[config.mk]
export PLATFORM = sky130hd
export DESIGN_NAME = key_debounce_flat
export DESIGN_NICKNAME = d
export VERILOG_FILES = /design/src/rtl/key_debounce_if.sv /design/src/rtl/key_debounce.sv /design/src/flat_wrapper.sv
export SDC_FILE = /design/constraint.sdc
export NUM_CORES = 1
export LEC_CHECK = 0
export BUFFER_PORTS_ARGS = -buffer_cell sky130_fd_sc_hd__clkbuf_2
export CORE_ASPECT_RATIO = 0.7
export CORE_UTILIZATION = 61
export CTS_BUF_LIST = sky130_fd_sc_hd__clkbuf_16
export CTS_CLUSTER_DIAMETER = 100
export CTS_CLUSTER_SIZE = 28
export DETAILED_ROUTE_END_ITERATION = 8
export PLACE_DENSITY_LB_ADDON = 0.12
export SYNTH_ARGS = -nofsm -noshare
export SYNTH_HDL_FRONTEND = slang
export SYNTH_SLANG_ARGS = --single-unit
[constraint.sdc]
create_clock -name clk -period 2.78 [get_ports clk]
set_input_delay 0.417 -clock clk [delete_from_list [all_inputs] [get_ports clk]]
set_output_delay 0.417 -clock clk [all_outputs]
set_load 0.02 [all_outputs]
[src/rtl/key_debounce_if.sv]
// rtl/key_debounce_if.sv - key pin and debounced key event bundle
//
// Ports (bundle members, NUM_KEYS bits each):
//   key_n       raw active-low button pins, asynchronous to clk
//   key_state   debounced level, 1 = pressed
//   key_press   one-cycle pulse on accepted press
//   key_release one-cycle pulse on accepted release
//   key_long    one-cycle pulse once per press after the long-hold time
// Modports: master = debouncer side, slave = consumer / pin driver side.
interface key_debounce_if #(
    parameter int NUM_KEYS = 4
);
    logic [NUM_KEYS-1:0] key_n;
    logic [NUM_KEYS-1:0] key_state;
    logic [NUM_KEYS-1:0] key_press;
    logic [NUM_KEYS-1:0] key_release;
    logic [NUM_KEYS-1:0] key_long;

    modport master (
        input  key_n,
        output key_state,
        output key_press,
        output key_release,
        output key_long
    );

    modport slave (
        output key_n,
        input  key_state,
        input  key_press,
        input  key_release,
        input  key_long
    );
endinterface

[src/rtl/key_debounce.sv]
// rtl/key_debounce.sv - multi-key synchroniser, debouncer and long-press detector
//
// Ports:
//   clk   system clock
//   nrst  asynchronous active-low reset
//   kif   key_debounce_if.master: key_n in; key_state, key_press,
//         key_release, key_long out (NUM_KEYS bits each)
// A shared 1 ms tick paces per-key debounce and hold counters. Each key runs
// IDLE -> PRESS_WAIT -> PRESSED <-> RELEASE_WAIT -> IDLE; all outputs are
// registered.
module key_debounce #(
    parameter int NUM_KEYS    = 4,
    parameter int CLK_FREQ_HZ = 50_000_000,
    parameter int DEBOUNCE_MS = 20,
    parameter int LONG_MS     = 1000
) (
    input  logic           clk,
    input  logic           nrst,
    key_debounce_if.master kif
);
    localparam int TICK_DIV = CLK_FREQ_HZ / 1000;
    localparam int TW       = $clog2(TICK_DIV) + 1;
    localparam int DW       = $clog2(DEBOUNCE_MS) + 1;
    localparam int HW       = $clog2(LONG_MS) + 1;

    localparam logic [TW-1:0] TICK_LAST = TW'(TICK_DIV - 1);
    localparam logic [DW-1:0] DEB_MAX   = DW'(DEBOUNCE_MS);
    localparam logic [HW-1:0] HOLD_MAX  = HW'(LONG_MS);

    localparam logic [1:0] ST_IDLE         = 2'd0;
    localparam logic [1:0] ST_PRESS_WAIT   = 2'd1;
    localparam logic [1:0] ST_PRESSED      = 2'd2;
    localparam logic [1:0] ST_RELEASE_WAIT = 2'd3;

    // Tick generator
    logic [TW-1:0] tick_cnt_q;
    logic [TW-1:0] tick_cnt_d;
    logic          tick;

    always_comb begin
        tick       = (tick_cnt_q == TICK_LAST);
        tick_cnt_d = tick ? '0 : tick_cnt_q + TW'(1);
    end

    // Two-stage synchroniser; flops idle at 1 (button released)
    logic [NUM_KEYS-1:0] sync1_q;
    logic [NUM_KEYS-1:0] sync2_q;
    logic [NUM_KEYS-1:0] pressed;

    assign pressed = ~sync2_q;

    // Per-key state
    logic [1:0]          state_q [NUM_KEYS];
    logic [1:0]          state_d [NUM_KEYS];
    logic [DW-1:0]       deb_q   [NUM_KEYS];
    logic [DW-1:0]       deb_d   [NUM_KEYS];
    logic [HW-1:0]       hold_q  [NUM_KEYS];
    logic [HW-1:0]       hold_d  [NUM_KEYS];
    logic [NUM_KEYS-1:0] kstate_q, kstate_d;
    logic [NUM_KEYS-1:0] press_q, press_d;
    logic [NUM_KEYS-1:0] release_q, release_d;
    logic [NUM_KEYS-1:0] long_q, long_d;

    function automatic logic [DW-1:0] deb_sat_inc(input logic [DW-1:0] v);
        return (v == DEB_MAX) ? v : v + DW'(1);
    endfunction

    function automatic logic [HW-1:0] hold_sat_inc(input logic [HW-1:0] v);
        return (v == HOLD_MAX) ? v : v + HW'(1);
    endfunction

    always_comb begin
        kstate_d  = kstate_q;
        press_d   = '0;
        release_d = '0;
        long_d    = '0;
        for (int k = 0; k < NUM_KEYS; k++) begin
            state_d[k] = state_q[k];
            deb_d[k]   = deb_q[k];
            hold_d[k]  = hold_q[k];
            case (state_q[k])
                ST_IDLE: begin
                    if (pressed[k]) begin
                        state_d[k] = ST_PRESS_WAIT;
                        deb_d[k]   = '0;
                    end
                end
                ST_PRESS_WAIT: begin
                    if (!pressed[k]) begin
                        state_d[k] = ST_IDLE;
                    end else if (tick) begin
                        deb_d[k] = deb_sat_inc(deb_q[k]);
                        if (deb_sat_inc(deb_q[k]) == DEB_MAX) begin
                            state_d[k]  = ST_PRESSED;
                            kstate_d[k] = 1'b1;
                            press_d[k]  = 1'b1;
                            hold_d[k]   = '0;
                        end
                    end
                end
                ST_PRESSED: begin
                    if (!pressed[k]) begin
                        state_d[k] = ST_RELEASE_WAIT;
                        deb_d[k]   = '0;
                    end else if (tick) begin
                        hold_d[k] = hold_sat_inc(hold_q[k]);
                        // Fires only on the step into saturation, so once per press
                        if (hold_q[k] != HOLD_MAX && hold_sat_inc(hold_q[k]) == HOLD_MAX) begin
                            long_d[k] = 1'b1;
                        end
                    end
                end
                default: begin // ST_RELEASE_WAIT
                    if (pressed[k]) begin
                        // Release bounce: return without clearing hold progress
                        state_d[k] = ST_PRESSED;
                    end else if (tick) begin
                        // Hold keeps counting so a long press can mature during release bounce
                        hold_d[k] = hold_sat_inc(hold_q[k]);
                        if (hold_q[k] != HOLD_MAX && hold_sat_inc(hold_q[k]) == HOLD_MAX) begin
                            long_d[k] = 1'b1;
                        end
                        deb_d[k] = deb_sat_inc(deb_q[k]);
                        if (deb_sat_inc(deb_q[k]) == DEB_MAX) begin
                            state_d[k]   = ST_IDLE;
                            kstate_d[k]  = 1'b0;
                            release_d[k] = 1'b1;
                            hold_d[k]    = '0;
                        end
                    end
                end
            endcase
        end
    end

    always_ff @(posedge clk or negedge nrst) begin
        if (!nrst) begin
            tick_cnt_q <= '0;
            sync1_q    <= '1;
            sync2_q    <= '1;
            kstate_q   <= '0;
            press_q    <= '0;
            release_q  <= '0;
            long_q     <= '0;
            for (int k = 0; k < NUM_KEYS; k++) begin
                state_q[k] <= ST_IDLE;
                deb_q[k]   <= '0;
                hold_q[k]  <= '0;
            end
        end else begin
            tick_cnt_q <= tick_cnt_d;
            sync1_q    <= kif.key_n;
            sync2_q    <= sync1_q;
            kstate_q   <= kstate_d;
            press_q    <= press_d;
            release_q  <= release_d;
            long_q     <= long_d;
            for (int k = 0; k < NUM_KEYS; k++) begin
                state_q[k] <= state_d[k];
                deb_q[k]   <= deb_d[k];
                hold_q[k]  <= hold_d[k];
            end
        end
    end

    assign kif.key_state   = kstate_q;
    assign kif.key_press   = press_q;
    assign kif.key_release = release_q;
    assign kif.key_long    = long_q;
endmodule
[src/flat_wrapper.sv]
// flat-port wrapper written by rule: the top's interface ports become plain ports
module key_debounce_flat 
#(
    parameter int NUM_KEYS    = 4,
    parameter int CLK_FREQ_HZ = 50_000_000,
    parameter int DEBOUNCE_MS = 20,
    parameter int LONG_MS     = 1000
)
  (clk, nrst, kif_key_n, kif_key_state, kif_key_press, kif_key_release, kif_key_long);
  key_debounce_if #(.NUM_KEYS(NUM_KEYS)) kif_i ();
  input  logic clk;
  input  logic nrst;
  input wire logic [$bits(kif_i.key_n)-1:0] kif_key_n;
  output wire logic [$bits(kif_i.key_state)-1:0] kif_key_state;
  output wire logic [$bits(kif_i.key_press)-1:0] kif_key_press;
  output wire logic [$bits(kif_i.key_release)-1:0] kif_key_release;
  output wire logic [$bits(kif_i.key_long)-1:0] kif_key_long;
  assign kif_i.key_n = kif_key_n;
  assign kif_key_state = kif_i.key_state;
  assign kif_key_press = kif_i.key_press;
  assign kif_key_release = kif_i.key_release;
  assign kif_key_long = kif_i.key_long;
  key_debounce #(.NUM_KEYS(NUM_KEYS), .CLK_FREQ_HZ(CLK_FREQ_HZ), .DEBOUNCE_MS(DEBOUNCE_MS), .LONG_MS(LONG_MS)) u_core (.clk(clk), .nrst(nrst), .kif(kif_i));
endmodule
==> results by group, run 1 <==
Outcome
  – Status: completed

Die
  – Std-Cell Rows: 33
  – Initial core utilization: 63.7%
  – Top Ports: 22
  – Die area: 12900 um^2
  – Core area: 11900 um^2
  – Die Span Y: 95.3 um
  – Die span in x: 135 um

Layout
  – Area added between synthesis and finish: 11.1%
  – Share of layout cells above drive strength 1: 10.2%
  – Design area: 8420 um^2
  – Antenna cells: 0
  – Fin nets: 926
  – Final core utilization: 70.8%
  – Non-Filler Instances: 1053

Pwr
  – Leakage power: 3.53 nW
  – Cell Pwr Density: 686 nW/um^2
  – Max VDD drop: 0.000619 V

Critical path
  – Crit Path Class: flop to flop
  – CP Capture Type: flop
  – CP required: 3.09 ns
  – Critical Path Fanout Max: 10
  – Internal reg-to-reg setup slack: 0.15 ns
  – Reg2reg end: u_core.hold_q[10]
  – R2R Path Start: u_core.deb_q[1]
  – R2r worst-path depth: 6
  – Critical path startpoint category: flop
  – Critical path origin: u_core.deb_q[1]
  – Critical path arrival: 2.94 ns

Clocking
  – # H-tree levels: 4
  – TritonCTS clock tree: done
  – Skew-Pair Late Insertion Delay: 0.41 ns
  – Maximum clock path buffer count: 2
  – Root buffer cell: clkbuf_16
  – Clk slew on worst S/H paths: 0.05 ns
  – Setup Fix Bufs, Post-CTS: 0
  – Total CTS buffers: 17
  – Clock Sinks: 117
  – Post_cts resized: 0
  – Post-CTS Hold Buffers: 0

Global route
  – Tot GR Track Use: 30.0%
  – Total grt overflow: 0
  – Vias in the first global route: 6329
  – Initial antenna violation count: 0
  – First-pass GRT wire length: 30.7 mm
  – Largest net degree at the start of global routing: 56

Logic synthesis
  – Synth top area cells: dfrtp_1 (36%), ha_1 (6.1%), o31ai_1 (4.4%), o21ai_0 (3.8%), nand2_1 (3.7%)
  – Top_reg_cell synth: dfrtp_1
  – Yosys top cell by area: dfrtp_1
  – Number of flops mapped to enable cells by yosys: 0
  – Post-synthesis async set-or-reset flop share: 100%
  – Netlist cell types: 65
  – Number of synthesized register bits: 117
  – Syn nets: 912
  – Avg Inst Size Synth: 8.72 um^2
  – Post-synth top area share: 36.0%
  – Synthesized area: 7580 um^2
  – Register area share after synthesis: 38.8%
  – Synth Warn #: 0
  – Synth Instances: 869

STA
  – Final setup violating endpoints: 0
  – Hold violation count in the final report: 0
  – Peak Freq: 0.381 GHz
  – Worst-Margin Slew: 0.698 ns
  – Skew final: 0.0117 ns
  – Fin crit period: 2.63 ns
  – Period utilisation layout: 94.5%
  – Slew headroom: 53.4%
  – Final TNS setup: 0 ns
  – Max-slew violation count: 0
  – RSZ-0062 raised after global routing: false

Drt
  – 1st-iter DRT viols: 680
  – Drt wl/cell: 17.4 um
  – Final ANT Viol Nets: 0
  – Vias per std cell: 6.49
  – Via count: 6833
  – Pre-Repair DR Iteration Count: 5
  – DRC viols: 0
  – Final wirelength: 18.3 mm

Placed design
  – DP Area: 7870 um^2
  – Placed insts: 1021
  – DP Wirelength: 12.7 mm
  – GP Congestion: 0.892
  – # port buffers: 21

Flow run
  – Max Cap Violations: 0

Worst hold path
  – HP Class: input port to asynchronous set/reset pin
[critical path, cell delays in order (launching register included)]
cell	delay (ns)
dfrtp_1	0.45
ha_1	0.27
or4_1	0.56
a31o_2	0.27
a221o_1	0.35
or2_2	0.38
o31ai_1	0.26
[area by class of cell]
type                            count  area [um^2]
Clock buffer                       17          425
Clock inverter                     15          111
Fill cell                         904         3470
Inverter                           51          191
Multi-Input combinational cell    655         4280
Sequential cell                   117         2940
Tap cell                          157          196
Timing Repair Buffer               41          270
[worst max path at each step]
stage	to	slack, ns	depth (start not counted)
finish	u_core.hold_q[10]	0.15	6
global route	u_core.deb_q[10]	0.04	7
CTS	u_core.hold_q[19]	0.14	8
detailed placement	u_core.hold_q[19]	0.13	8
global placement	u_core.deb_q[10]	0.23	7
floorplan	u_core.hold_q[40]	0.22	9
[cell usage in the layout, fill, tap and decap left out, types with 9 or more instances in the layout]
cell | netlist | layout
nor2b_1 | 9 | 9
nor2_1 | 52 | 52
ha_1 | 37 | 37
a211oi_1 | 21 | 21
a2bb2oi_1 | 11 | 11
o31ai_1 | 44 | 44
a21oi_1 | 37 | 35
xnor2_1 | 15 | 15
and3_1 | 25 | 25
nand2b_1 | 21 | 21
clkbuf_16 | 0 | 17
nor4_1 | 9 | 9
inv_1 | 51 | 57
nor3_1 | 19 | 19
nand4_1 | 16 | 16
mux2i_1 | 9 | 9
xor2_1 | 19 | 19
o21ai_0 | 58 | 58
dfrtp_1 | 109 | 109
buf_4 | 0 | 20
nand3_1 | 45 | 45
clkbuf_2 | 0 | 20
or3_1 | 10 | 10
nand4b_1 | 9 | 9
a31oi_1 | 16 | 16
nand2_1 | 74 | 74
[cell usage after synthesis, drive strengths merged (5+ instances only)]
library cell and instances:
inv 51, mux2i 9, or4 6, or2 8, xor2 19, nor4 9, a31oi 16, a2bb2oi 11
nor2 52, nor3 21, nand3 45, nand4 16, dfrtp 109, and3 25, and2 5, nand2 75
o22ai 7, a21oi 37, dfstp 8, or3 10, o31ai 44, nor2b 9, and4 5, ha 37
a211oi 21, xnor2 15, nand4b 9, clkbuf 43, o2bb2a 8, nand2b 21, o21ai 59, nand3b 7
[sequential cells by signal (all words and copies together) (netlist names), named ones only]
signal	cells
u_core.sync1_q	4
u_core.kif.key_state	4
u_core.kif.key_release	4
u_core.state_q	4
u_core.kif.key_press	4
u_core.hold_q	44
u_core.deb_q	24
u_core.kif.key_long	4
u_core.tick_cnt_q	17
u_core.sync2_q	4
[per-stage QoR]
stage	power [mW]	hold slack (ns)	setup WS [ns]
after global placement	3.58	0.347	0.232
after global routing	6.07	0.0828	0.0379
after CTS	5.74	0.0803	0.144
after detailed placement	3.71	0.347	0.131
final	5.77	0.0530	0.154
after floorplan	3.22	0.121	0.216
[cells by family after synthesis]
kind of cell	synth area share (%)
buffers and inverters	4.84
DFF	38.8
muxes	1.19
and+or+nand+nor	24.0
xor gates and xnor gates	3.93
adders and majority gates	6.11
AOI/OAI and AO/OA	21.2
[routing by layer]
metal / track usage [%] / up-vias / routed length [um]
met3: 5.21 / 27 / 1090
met1: 41.4 / 3320 / 8480
li1: - / 3225 / -
met4: 10.2 / 0 / 238
met2: 48.1 / 261 / 8470
met5: 0 / - / 0
[report_power, final]
| part | total (mW) | leakage, nW | internal [mW] | switching, mW |
|---|---|---|---|---|
| sequential | 1.92 | 1.58 | 1.79 | 0.132 |
| clock | 2.02 | 0.285 | 1.28 | 0.744 |
| combinational | 1.83 | 1.66 | 0.661 | 1.17 |
| total | 5.77 | 3.53 | 3.73 | 2.05 |
(Power assumes the default switching activity.)
==> inputs of run 2 (changes only) <==
Settings changed: CORE_ASPECT_RATIO 0.7 to 1.75.
==> run 2 against run 1 <==
  * Core utilization fell by 0.61 points
  * Critical path depth did not move
  * Via count fell by 0.76%
  * Flip-flop and latch count did not move
  * Sequential power barely moved
  * Clock skew decreased by 0.0019 ns
  * Non-clock buffer count rose by 2
  * Register-to-register slack worse by 0.04 ns
  * Hold slack better by 0.030 ns
  * Die area barely moved
  * Setup slack got worse by 0.043 ns
  * Critical path type unchanged
  * Critical endpoint is now u_core.hold_q[5]
==> results by group, run 2 (synthesized netlist as in run 1, its figures left out) <==
STA
  – Worst-Margin Slew: 0.863 ns (was 0.698 ns)
  – Worst hold slack: 0.0831 ns (was 0.0530 ns)
  – Period utilisation layout: 96.0% (was 94.5%)
  – Final TNS setup: 0 ns (unchanged)
  – RSZ-0062 raised after global routing: false (unchanged)
  – Fin crit period: 2.67 ns (was 2.63 ns)
  – Skew final: 0.00972 ns (was 0.0117 ns)
  – Max-slew violation count: 0 (unchanged)
  – Final WS setup: 0.111 ns (was 0.154 ns)
  – Final setup violating endpoints: 0 (unchanged)
  – Peak Freq: 0.375 GHz (was 0.381 GHz)
  – Slew headroom: 42.5% (was 53.4%)
  – Hold violation count in the final report: 0 (unchanged)

Critical path
  – Critical Path Fanout Max: 10 (unchanged)
  – CP Capture Type: flop (unchanged)
  – CP required: 3.09 ns (about the same)
  – Reg2reg end: u_core.hold_q[5] (was u_core.hold_q[10])
  – R2r worst-path depth: 6 (unchanged)
  – Slowest cell delay on critical path: 0.58 ns (was 0.56 ns)
  – Worst path slowest cell: or4_1 (unchanged)
  – Buffer and inverter count on the worst path: 0 (unchanged)
  – Internal reg-to-reg setup slack: 0.11 ns (was 0.15 ns)
  – Critical path startpoint category: flop (unchanged)
  – Crit-path cells: ha_1, or4_1, a31o_2, a221o_1, or2_2, o31ai_1 (unchanged)
  – Crit Path Class: flop to flop (unchanged)
  – Critical path arrival: 2.98 ns (was 2.94 ns)
  – R2R Path Start: u_core.deb_q[0] (was u_core.deb_q[1])
  – Critical path's top delay family: simple AND/OR/NAND/NOR gates (unchanged)

Worst hold path
  – Hold path start: kif_key_n[2]
  – HP Class: input port to flop (was input port to asynchronous set/reset pin)
  – Hold endpoint: u_core.sync1_q[2]
  – Hold Crit Depth: 1

Placed design
  – # port buffers: 21 (unchanged)
  – DP Wirelength: 12.6 mm (was 12.7 mm)
  – Dpl ws: 0.180 ns (was 0.131 ns)
  – GP Congestion: 0.872 (was 0.892)
  – Placed insts: 1030 (was 1021)

Clocking
  – Post-CTS Hold Buffers: 1 (was 0)
  – Skew-Pair Late Insertion Delay: 0.41 ns (about the same)
  – TritonCTS clock tree: done (unchanged)
  – Setup Fix Bufs, Post-CTS: 0 (unchanged)
  – Clock Sinks: 117 (unchanged)
  – Total CTS buffers: 17 (unchanged)
  – Root buffer cell: clkbuf_16 (unchanged)
  – Post_cts resized: 0 (unchanged)
  – Maximum clock path buffer count: 2 (unchanged)
  – # H-tree levels: 4 (unchanged)
  – Clk slew on worst S/H paths: 0.05 ns (about the same)

Flow run
  – Max Cap Violations: 0 (unchanged)

Drt
  – Final wirelength: 18.0 mm (was 18.3 mm)
  – Vias per std cell: 6.38 (was 6.49)
  – Drt wl/cell: 17.0 um (was 17.4 um)
  – Via count: 6781 (was 6833)
  – Final ANT Viol Nets: 0 (unchanged)
  – DRC viols: 0 (unchanged)
  – 1st-iter DRT viols: 414 (was 680)
  – Pre-Repair DR Iteration Count: 5 (unchanged)

Pwr
  – Max VDD drop: 0.000411 V (was 0.000619 V)
  – Pwr Total: 5.91 mW (was 5.77 mW)
  – Net Sw Frac: 34.5% (was 35.5%)
  – Flop pwr share: 32.5% (was 33.3%)
  – Gate power share: 31.1% (was 31.7%)
  – Sw power: 2.04 mW (was 2.05 mW)
  – Clock power frac: 36.3% (was 35.0%)
  – Leakage power: 3.54 nW (was 3.53 nW)
  – Int Power: 3.87 mW (was 3.73 mW)
  – Cell Pwr Density: 697 nW/um^2 (was 686 nW/um^2)

Die
  – Die Span Y: 149 um (was 95.3 um)
  – Top Ports: 22 (unchanged)
  – Std-Cell Rows: 53 (was 33)
  – Die span in x: 86.3 um (was 135 um)
  – Die area: 12900 um^2 (about the same)
  – Core area: 12100 um^2 (was 11900 um^2)
  – Initial core utilization: 62.8% (was 63.7%)

Layout
  – Reg with most FFs: u_core.hold_q (unchanged)
  – Share of layout cells above drive strength 1: 10.5% (was 10.2%)
  – Most common cell after layout, fill and taps aside: dfrtp_1 (unchanged)
  – Fin nets: 928 (was 926)
  – Filler cells: 964 (was 904)
  – Antenna cells: 0 (unchanged)
  – Multi-input combinational cell area: 4270 um^2 (was 4280 um^2)
  – Largest regs: u_core.hold_q (44), u_core.deb_q (24), u_core.tick_cnt_q (17) (unchanged)
  – Max reg flops: 44 (unchanged)
  – Register Area: 2940 um^2 (unchanged)
  – Most frequent cells in the layout: dfrtp_1 (109), nand2_1 (74), o21ai_0 (58) (unchanged)
  – Area added between synthesis and finish: 11.8% (was 11.1%)
  – Non-Filler Instances: 1063 (was 1053)

Global route
  – Total grt overflow: 0 (unchanged)
  – Largest net degree at the start of global routing: 81 (was 56)
  – First-pass GRT wire length: 30.8 mm (was 30.7 mm)
  – Tot GR Track Use: 29.8% (was 30.0%)
  – Vias in the first global route: 6733 (was 6329)
  – Initial antenna violation count: 0 (unchanged)

Outcome
  – Status: completed (unchanged)
-- run 2: cell types whose count changed in the layout (fill, tap and decap cells not counted), sizes merged --
cell / before / now
dlygate4sd3: 0 / 1
bufinv: 2 / 3
buf: 21 / 22
clkinvlp: 0 / 2
inv: 57 / 54
-- run 2: worst reg2reg max path: cells and delay by family (launching register included) --
kind / cells / cell delay (ns)
AND/OR/NAND/NOR: 2 / 0.97
AO/OA/AOI/OAI: 3 / 0.91
flip-flops: 1 / 0.43
adder cells (fa/ha/maj): 1 / 0.27
-- run 2: worst max path at each step --
| stage | from | to | cells past startpoint |
|---|---|---|---|
| 3_3_place_gp | u_core.tick_cnt_q[12] | u_core.kif.key_long[0] | 7 |
| 2_1_floorplan | u_core.deb_q[18] | u_core.hold_q[40] | 9 |
| 4_1_cts | u_core.deb_q[0] | u_core.hold_q[5] | 6 |
| 5_1_grt | u_core.deb_q[0] | u_core.hold_q[5] | 6 |
| 6_report | u_core.deb_q[0] | u_core.hold_q[5] | 6 |
| 3_5_place_dp | u_core.deb_q[1] | u_core.hold_q[10] | 6 |
-- run 2: final cells by class --
type,count,area share (%)
clock buffer,17,5.02
multi-input combinational,655,50.5
timing repair buffer,43,3.40
tap,165,2.44
sequential,117,34.7
clock inverter,15,1.74
inverter,51,2.26
-- run 2: layer usage --
layer,up-vias,track usage (%),part of all wire [%]
met4,0,14.8,3.0
li1,3231,-,-
met3,48,3.92,2.9
met2,189,54.4,55
met1,3313,33.5,39
met5,-,0,0
-- run 2: power groups by stage --
stage / registers, mW / clock network [mW] / logic [mW]
2_1_floorplan: 1.90 / 0 / 1.31
3_3_place_gp: 1.94 / 0 / 1.74
3_5_place_dp: 1.95 / 0 / 1.79
4_1_cts: 1.92 / 2.16 / 1.82
5_1_grt: 1.94 / 2.25 / 2.05
6_report: 1.92 / 2.15 / 1.84
-- run 2: metrics by stage --
stage	cell area, um^2	util [%]
after floorplan	7580	-
after global placement	7890	65.3
after detailed placement	7890	65.3
after CTS	8470	70.2
after global routing	8470	70.2
final	8470	70.2
==> inputs of run 3 (changes only) <==
Settings changed: BUFFER_PORTS_ARGS -buffer_cell sky130_fd_sc_hd__clkbuf_2 to not set, DONT_BUFFER_PORTS set to 1, SETUP_SLACK_MARGIN set to 0.5.
==> run 3 against run 2 <==
  * The run now ends with negative hold slack left
  * Global-route usage increased by 1.8 points
  * Die area stayed put
  * Sequential power barely moved
  * Non-clock buffer count rose by 23
  * Routed wire length is 21% higher
  * Register-to-register slack gained 0.18 ns
  * Critical path type unchanged
==> results by group, run 3 (synthesized netlist as in run 1, its figures left out) <==
Drt
  – Via count: 7346 (was 6781)
  – Drt wl/cell: 20.1 um (was 17.0 um)
  – Pre-Repair DR Iteration Count: 4 (was 5)
  – Vias per std cell: 6.75 (was 6.38)
  – Final wirelength: 21.8 mm (was 18.0 mm)
  – Final ANT Viol Nets: 0 (unchanged)
  – 1st-iter DRT viols: 503 (was 414)
  – DRC viols: 0 (unchanged)

Worst hold path
  – HP Class: input port to asynchronous set/reset pin (was input port to flop)

Layout
  – Largest regs: u_core.hold_q (44), u_core.deb_q (24), u_core.tick_cnt_q (17) (unchanged)
  – Design area: 9510 um^2 (was 8470 um^2)
  – Share of layout cells above drive strength 1: 25.0% (was 10.5%)
  – Filler cells: 770 (was 964)
  – Antenna cells: 0 (unchanged)
  – Reg with most FFs: u_core.hold_q (unchanged)
  – Area added between synthesis and finish: 25.6% (was 11.8%)
  – Most frequent cells in the layout: dfrtp_1 (103), nand2_1 (73), inv_1 (53) (was dfrtp_1 (109), nand2_1 (74), o21ai_0 (58))
  – Max reg flops: 44 (unchanged)
  – Most common cell after layout, fill and taps aside: dfrtp_1 (unchanged)
  – Fin nets: 953 (was 928)

STA
  – Skew final: 0.00809 ns (was 0.00972 ns)
  – Max-slew violation count: 0 (unchanged)
  – Hold violation count in the final report: 115 (was 0)
  – Slew headroom: 55.1% (was 42.5%)
  – Fin crit period: 2.49 ns (was 2.67 ns)
  – RSZ-0062 raised after global routing: true (was false)
  – Worst hold slack: -0.316 ns (was 0.0831 ns)
  – Worst-Margin Slew: 0.671 ns (was 0.863 ns)
  – Peak Freq: 0.401 GHz (was 0.375 GHz)
  – Final TNS setup: 0 ns (unchanged)
  – Period utilisation layout: 89.7% (was 96.0%)
  – Final setup violating endpoints: 0 (unchanged)

Critical path
  – Critical path startpoint category: flop (unchanged)
  – CP required: 3.13 ns (was 3.09 ns)
  – Internal reg-to-reg setup slack: 0.29 ns (was 0.11 ns)
  – Critical path arrival: 2.84 ns (was 2.98 ns)
  – CP Capture Type: flop (unchanged)
  – Crit Path Class: flop to flop (unchanged)
  – Critical Path Fanout Max: 5 (was 10)

Clocking
  – Maximum clock path buffer count: 2 (unchanged)
  – Root buffer cell: clkbuf_16 (unchanged)
  – Skew-Pair Late Insertion Delay: 0.42 ns (was 0.41 ns)
  – Total CTS buffers: 17 (unchanged)
  – Post-CTS Hold Buffers: 4 (was 1)
  – Clock Sinks: 117 (unchanged)
  – # H-tree levels: 4 (unchanged)
  – Clk slew on worst S/H paths: 0.06 ns (was 0.05 ns)
  – TritonCTS clock tree: done (unchanged)

Placed design
  – DP Area: 7780 um^2 (was 7890 um^2)
  – # port buffers: 0 (was 21)
  – DP Wirelength: 12.8 mm (was 12.6 mm)
  – GP Congestion: 0.908 (was 0.872)

Global route
  – Largest net degree at the start of global routing: 118 (was 81)
  – First-pass GRT wire length: 32.0 mm (was 30.8 mm)
  – Global routing usage on met2: 57.8% (was 54.4%)
  – Initial antenna violation count: 0 (unchanged)
  – Routing usage on met1: 34.0% (was 33.5%)
  – Total grt overflow: 0 (unchanged)
  – Met3 global-route usage: 5.07% (was 3.92%)
  – Busiest grt layer: met2 (unchanged)
  – Vias in the first global route: 6899 (was 6733)
  – Tot GR Track Use: 31.6% (was 29.8%)

Pwr
  – Leakage power: 3.78 nW (was 3.54 nW)
  – Cell Pwr Density: 675 nW/um^2 (was 697 nW/um^2)
  – Max VDD drop: 0.000535 V (was 0.000411 V)

Die
  – Std-Cell Rows: 53 (unchanged)
  – Die span in x: 86.3 um (unchanged)
  – Initial core utilization: 62.8% (unchanged)
  – Top Ports: 22 (unchanged)
  – Die area: 12900 um^2 (unchanged)
  – Die Span Y: 149 um (unchanged)
  – Core area: 12100 um^2 (unchanged)

Outcome
  – Status: finished, violations left (was completed)
  – Failing checks: negative hold slack

Flow run
  – Max Cap Violations: 0 (unchanged)
-- run 3: cell types whose count changed in the layout (fill, tap and decap cells not counted), sizes merged --
cell	before	now
buf	22	62
bufinv	3	1
clkbuf	37	17
clkinv	7	9
dlygate4sd3	1	4
or2	8	9
or3	10	11
-- run 3: worst max-delay path, cell delays in order, from the launching register on --
cell and delay [ns]:
dfrtp_1 0.38, or4b_4 0.56, nor3_4 0.26, nand2_4 0.11
or4_4 0.49, or4b_4 0.50, a21oi_2 0.12
-- run 3: metrics by stage --
stage | setup slack (ns) | hold WS [ns] | utilization, % | cells | total power, mW
floorplan | 0.315 | 0.121 | - | 869 | 3.24
CTS | 0.391 | -0.324 | 71.6 | 1064 | 5.81
finish | 0.286 | -0.316 | 78.8 | 1088 | 6.43
global placement | 0.292 | 0.123 | 64.5 | 1007 | 3.65
detailed placement | 0.168 | 0.124 | 64.5 | 1007 | 3.72
global route | 0.213 | -0.327 | 78.8 | 1088 | 6.69
-- run 3: worst paths after layout --
| kind | from | endpoint | depth (start not counted) |
|---|---|---|---|
| max reg2reg | u_core.tick_cnt_q[13] | u_core.kif.key_long[1] | 6 |
| max in group asynchronous | nrst | u_core.sync2_q[0] | 0 |
| min in group clk | u_core.sync1_q[1] | u_core.sync2_q[1] | 0 |
| max | u_core.tick_cnt_q[13] | u_core.kif.key_long[1] | 6 |
| min | nrst | u_core.kif.key_long[2] | 0 |
| min reg2reg | u_core.sync1_q[1] | u_core.sync2_q[1] | 0 |
-- run 3: what timing repair did --
action                                 in CTS  in global routing
setup endpoints to repair                  82                 80
pin swaps                                   4                 45
endpoints found under the hold margin     121                117
cloned                                      0                  3
setup buffers                              21                 21
resized for setup                          35                166
-- run 3: layout make-up --
cell class / instances / area, um^2 / area share, %
Multi-Input combinational cell: 657 / 5070 / 53.3
Sequential cell: 117 / 2950 / 31.0
Timing Repair Buffer: 66 / 573 / 6.02
Clock buffer: 17 / 425 / 4.47
Tap cell: 165 / 206 / 2.17
Inverter: 51 / 191 / 2.01
Clock inverter: 15 / 100 / 1.05
-- run 3: layer usage --
layer  up-vias  wire length [um]
li1       3290                 -
met2       311             11800
met4         0              1090
met5         -                 0
met1      3622              7880
met3       123              1020
-- run 3: where the power goes --
| part | leakage [nW] | switching, mW | internal (mW) |
|---|---|---|---|
| logic | 1.94 | 1.56 | 0.959 |
| registers | 1.57 | 0.121 | 1.79 |
| clock network | 0.266 | 0.794 | 1.20 |
| total | 3.78 | 2.48 | 3.95 |
